[config.mk]
export PLATFORM = sky130hd
export DESIGN_NAME = multicycle_control_fsm
export DESIGN_NICKNAME = d
export VERILOG_FILES = /design/src/rtl/multicycle_control_fsm.sv
export SDC_FILE = /design/constraint.sdc
export NUM_CORES = 1
export LEC_CHECK = 0
export ABC_CLOCK_PERIOD_IN_PS = 2400
export CAP_MARGIN = 20
export CORE_ASPECT_RATIO = 1.2
export CORE_MARGIN = 5
export CORE_UTILIZATION = 40
export CTS_BUF_LIST = sky130_fd_sc_hd__clkbuf_2
export CTS_CLUSTER_DIAMETER = 30
export DETAILED_ROUTE_END_ITERATION = 6
export PLACE_DENSITY = 0.67
export SLEW_MARGIN = 20
export SYNTH_ARGS = -nofsm -noshare
export SYNTH_HDL_FRONTEND = slang
export SYNTH_SLANG_ARGS = --single-unit
[constraint.sdc]
create_clock -name clk -period 2.4 [get_ports clk]
set_input_delay 0.48 -clock clk [delete_from_list [all_inputs] [get_ports clk]]
set_output_delay 0.48 -clock clk [all_outputs]
set_load 0.01 [all_outputs]
[src/rtl/multicycle_control_fsm.sv]
// Multi-cycle RV32I control unit: sequences IF/ID/EX/MEM/WB, stretches memory
// states by MEM_LATENCY, counts retired instructions and latches a halt on ecall.
module multicycle_control_fsm #(
    parameter int MEM_LATENCY = 1,
    parameter int WAIT_W      = 4,
    parameter int CNT_W       = 32
) (
    input  logic             clk,
    input  logic             reset,
    input  logic [6:0]       opcode,
    input  logic             bcond,
    input  logic             halt_cond,
    output logic             pc_write,
    output logic [1:0]       pc_source,
    output logic             i_or_d,
    output logic             mem_read,
    output logic             mem_write,
    output logic             ir_write,
    output logic             mem_to_reg,
    output logic             pc_to_reg,
    output logic             reg_write,
    output logic             alu_src_a,
    output logic [1:0]       alu_src_b,
    output logic [1:0]       alu_op,
    output logic [2:0]       state,
    output logic [CNT_W-1:0] instret,
    output logic             is_halted
);

    typedef enum logic [2:0] {
        S_IF   = 3'd0,
        S_ID   = 3'd1,
        S_EX   = 3'd2,
        S_MEM  = 3'd3,
        S_WB   = 3'd4,
        S_HALT = 3'd5
    } state_t;

    localparam logic [6:0] OP_R      = 7'b0110011;
    localparam logic [6:0] OP_IMM    = 7'b0010011;
    localparam logic [6:0] OP_LOAD   = 7'b0000011;
    localparam logic [6:0] OP_STORE  = 7'b0100011;
    localparam logic [6:0] OP_BRANCH = 7'b1100011;
    localparam logic [6:0] OP_JAL    = 7'b1101111;
    localparam logic [6:0] OP_JALR   = 7'b1100111;
    localparam logic [6:0] OP_ECALL  = 7'b1110011;

    localparam logic [WAIT_W-1:0] WAIT_LAST = WAIT_W'(MEM_LATENCY - 1);

    state_t            fsm;
    logic [WAIT_W-1:0] wait_cnt;
    logic              wait_done;
    logic              is_exec;
    logic              halt_req;

    assign wait_done = (wait_cnt == WAIT_LAST);
    assign is_exec   = opcode inside {OP_R, OP_IMM, OP_LOAD, OP_STORE, OP_BRANCH, OP_JAL, OP_JALR};
    assign halt_req  = (opcode == OP_ECALL) && halt_cond;
    assign state     = fsm;

    // Moore decode; reset overrides everything so an aborted instruction writes nothing.
    always_comb begin
        pc_write   = 1'b0;
        pc_source  = 2'd0;
        i_or_d     = 1'b0;
        mem_read   = 1'b0;
        mem_write  = 1'b0;
        ir_write   = 1'b0;
        mem_to_reg = 1'b0;
        pc_to_reg  = 1'b0;
        reg_write  = 1'b0;
        alu_src_a  = 1'b0;
        alu_src_b  = 2'd0;
        alu_op     = 2'd0;
        if (!reset) begin
            case (fsm)
                S_IF: begin
                    mem_read = 1'b1;
                    ir_write = wait_done;
                end
                S_ID: pc_write = !is_exec && !halt_req;
                S_EX: begin
                    case (opcode)
                        OP_R: begin
                            alu_src_a = 1'b1;
                            alu_op    = 2'd2;
                        end
                        OP_IMM: begin
                            alu_src_a = 1'b1;
                            alu_src_b = 2'd1;
                            alu_op    = 2'd2;
                        end
                        OP_LOAD, OP_STORE: begin
                            alu_src_a = 1'b1;
                            alu_src_b = 2'd1;
                        end
                        OP_BRANCH: begin
                            alu_src_a = 1'b1;
                            alu_op    = 2'd1;
                            pc_write  = 1'b1;
                            pc_source = bcond ? 2'd1 : 2'd0;
                        end
                        OP_JAL, OP_JALR: begin
                            alu_src_a = (opcode == OP_JALR);
                            alu_src_b = 2'd1;
                            pc_source = (opcode == OP_JALR) ? 2'd2 : 2'd1;
                            pc_write  = 1'b1;
                            reg_write = 1'b1;
                            pc_to_reg = 1'b1;
                        end
                        default: ;
                    endcase
                end
                S_MEM: begin
                    i_or_d   = 1'b1;
                    mem_read = (opcode == OP_LOAD);
                    if (opcode == OP_STORE && wait_done) begin
                        mem_write = 1'b1;
                        pc_write  = 1'b1;
                    end
                end
                S_WB: begin
                    reg_write  = 1'b1;
                    mem_to_reg = (opcode == OP_LOAD);
                    pc_write   = 1'b1;
                end
                default: ;
            endcase
        end
    end

    // Every retirement is marked by exactly one pc_write pulse, so it drives instret.
    always_ff @(posedge clk) begin
        if (reset) begin
            fsm       <= S_IF;
            wait_cnt  <= '0;
            instret   <= '0;
            is_halted <= 1'b0;
        end else begin
            if (pc_write) instret <= instret + CNT_W'(1);
            case (fsm)
                S_IF: begin
                    if (wait_done) begin
                        wait_cnt <= '0;
                        fsm      <= S_ID;
                    end else begin
                        wait_cnt <= wait_cnt + WAIT_W'(1);
                    end
                end
                S_ID: begin
                    if (is_exec) begin
                        fsm <= S_EX;
                    end else if (halt_req) begin
                        fsm       <= S_HALT;
                        is_halted <= 1'b1;
                    end else begin
                        fsm <= S_IF;
                    end
                end
                S_EX: begin
                    case (opcode)
                        OP_R, OP_IMM:      fsm <= S_WB;
                        OP_LOAD, OP_STORE: fsm <= S_MEM;
                        default:           fsm <= S_IF;
                    endcase
                end
                S_MEM: begin
                    if (wait_done) begin
                        wait_cnt <= '0;
                        fsm      <= (opcode == OP_LOAD) ? S_WB : S_IF;
                    end else begin
                        wait_cnt <= wait_cnt + WAIT_W'(1);
                    end
                end
                S_WB:    fsm <= S_IF;
                S_HALT:  fsm <= S_HALT;
                default: fsm <= S_IF;
            endcase
        end
    end

endmodule
==> results of run 1 <==
cell usage after synthesis, drive strengths merged (4+ instances only):
master  instances
clkbuf         11
nand4          10
a31oi           4
a21oi          26
nor4            4
buf            10
a311oi          8
nand2          21
nor2b           4
nand3          17
nand2b          6
or4             9
o31ai          10
xnor2          13
nor3           12
and3            4
o21ai           7
inv            12
nor2           37
dfxtp          40
and2            4
flip-flops by register name (all words and copies together), names as in the netlist:
| register | flops |
|---|---|
| wait_cnt | 4 |
| instret | 32 |
| is_halted | 1 |
| state | 3 |
metrics by stage:
stage          instances  total power [mW]  instance area (µm²)
2_1_floorplan        308             0.768                 2430
3_3_place_gp         476             0.843                 3390
3_5_place_dp         476             0.844                 3390
4_1_cts              484              1.14                 3490
5_1_grt              485              1.18                 3520
6_report             485              1.13                 3520
layer usage:
metal	wire length [µm]	global-route usage, %
met1	2900	22.0
met2	3470	33.2
met3	323	3.31
met4	201	7.61
met5	0	0
critical path: stages:
cell and delay [ns]:
clkdlybuf4s50_1 0.44, nand4bb_4 0.26, buf_4 0.18, nor4_4 0.14, buf_4 0.16, and4b_1 0.18, clkdlybuf4s15_2 0.22
power by group through the flow:
stage | clock (mW) | combinational, mW | sequential (mW)
final | 0.294 | 0.162 | 0.676
after detailed placement | 0 | 0.154 | 0.690
after global routing | 0.331 | 0.175 | 0.678
after CTS | 0.306 | 0.161 | 0.676
after global placement | 0 | 0.153 | 0.690
after floorplan | 0 | 0.0764 | 0.691
timing repair:
item                                    in CTS  in global routing
setup buffers                                0                  1
pin swaps                                    2                  1
endpoints found under the setup margin      14                 17
gates resized for setup                     61                  9
path summary, 6_finish.rpt:
path                                   end  slack (ns)  cells after the start
setup / recovery                mem_to_reg       -0.14                      7
hold / removal      is_halted$_SDFFE_PP0P_        0.47                      2
setup reg to reg  instret[26]$_SDFFE_PP0P_        0.14                      9
hold reg to reg     is_halted$_SDFFE_PP0P_        0.47                      2
cells by family (layout without fill, tap and decap cells):
kind of cell               Yosys count  count (layout)  share of synthesized area (%)
adders and majority gates            3               3                           1.54
DFF                                 40              40                           32.9
other                                1               1                          0.154
and+or+nand+nor                    142             142                           32.2
xor gates and xnor gates            16              16                           5.76
buffers and inverters               33             128                           6.32
muxes                                3               3                           1.23
AOI/OAI and AO/OA                   70              70                           19.8
final cells by class:
class	instances	area share, %
clock buffer	5	0.710
clock inverter	3	0.391
inverter	12	1.28
multi-input combinational	235	45.4
sequential	40	23.0
tap	82	2.91
timing repair buffer	108	26.4
==> out/qor.yml, run 1 <==
swShare_pct: 28.4
multiInputGateArea_mm2: 0.00160
ios: 62
max_freq_mhz: 394
clock_latency_ns: 0.41
grt_pass1_wl_um: 11600
cts_max_level: 2
start_util_pct: 40.7
fin_crit_sh_pct: 106
ys_seq_area_share_pct: 32.9
p_comb_share_pct: 14.3
yosys_warnings: 0
cts_tree: "yes"
seq_area_um2: 810
fin_nets: 416
drt-wirelength-per-cell_um: 14.2
power.density_mw_per_mm2: 322
slew_violations: 0
switchingPower_mw: 0.322
critPathCaptureType: "output port"
maxCapViolCount: 0
dieHeight_um: 95.4
grt_overflow: 0
synth_ff_type: "dfxtp_1"
vias_per_cell: 5.40
holdBufCountCts: 0
status: "finished with violations"
critPathArrivalTime_ns: 2.06
clk_pin_slew_ns: 0.20
hold_viol_final: 0
core_area_mm2: 0.00597
syn2layout_area_growth_pct: 44.7
synth_area_leader_cell: "dfxtp_1"
ant_nets: 0
violations: "negative setup slack"
required_ns: 1.92
layout_commonest_cell: "buf_4"
p_seq_share_pct: 59.7
yosysTopAreaCellShare_pct: 32.9
cts_root_buf: "clkbuf_2"
hpwl_um: 5240
remaining_drc_errors: 0
first_pass_iters: 4
antenna_cells: 0
hold_class: "reg2reg"
syn_area_mm2: 0.00243
grt.total_usage_pct: 18.7
max_slew_margin_pct: 58.1
antenna_found_initial: 0
final.setup_skew_ns: 0.00159
synthDistinctLibCells: 52
layout_common_cells: "buf_4, clkdlybuf4s50_1, dfxtp_1"
synth.area.top_cells: "dfxtp_1, nor2_1, a21oi_1"
syn_inst: 308
synth_edf_count: 0
drt_iter0_markers: 213
reg2reg_from: "wait_cnt[0]$_SDFFE_PP0N_"
numCtsBuffers: 5
portBuffers: 60
synth.net_count: 322
finalSetupViolCount: 3
wl_um: 6900
fillers: 564
rsz0062_at_grt: "true"
pre_cts_slack_ns: -0.579
cp_max_fo: 4
synth-seq-cells: 40
p_int_mw: 0.811
grt_max_degree: 34
holdWs_ns: 0.471
cts_buffer_depth: 2
die_area_mm2: 0.00775
cts_sinks: 40
startpoint: "opcode[3]"
post-route-util_pct: 59.0
vias: 2617
hold_start: "is_halted$_SDFFE_PP0P_"
period_minus_slack_ns: 2.54
clockPowerShare_pct: 26.0
setup_slack_ns: -0.137
critPathKind: "in2out"
fin_setup_tns_ns: -0.340
start_kind: "input port"
synthArstFlopShare_pct: 0
routabilityCongestion: 0.867
avgSynthCellArea_um2: 7.90
ir_worst_vdd_v: 0.000147
row_count: 31
die_width_um: 81.2
grt_pass1_vias: 2480
p_leak_nw: 1.29
layout-drive-gt1-share_pct: 23.8
worst_slew_pin_slew_ns: 0.627
(Power assumes the default switching activity.)
==> inputs of run 2 (changes only) <==
--- a/config.mk
+++ b/config.mk
@@ -12,6 +12,7 @@
 export CORE_UTILIZATION = 40
 export CTS_BUF_LIST = sky130_fd_sc_hd__clkbuf_2
 export CTS_CLUSTER_DIAMETER = 30
+export CTS_CLUSTER_SIZE = 24
 export DETAILED_ROUTE_END_ITERATION = 6
 export PLACE_DENSITY = 0.67
 export SLEW_MARGIN = 20
==> results of run 2 <==
The final DEF is identical to that of run 1; final timing and power are the same.
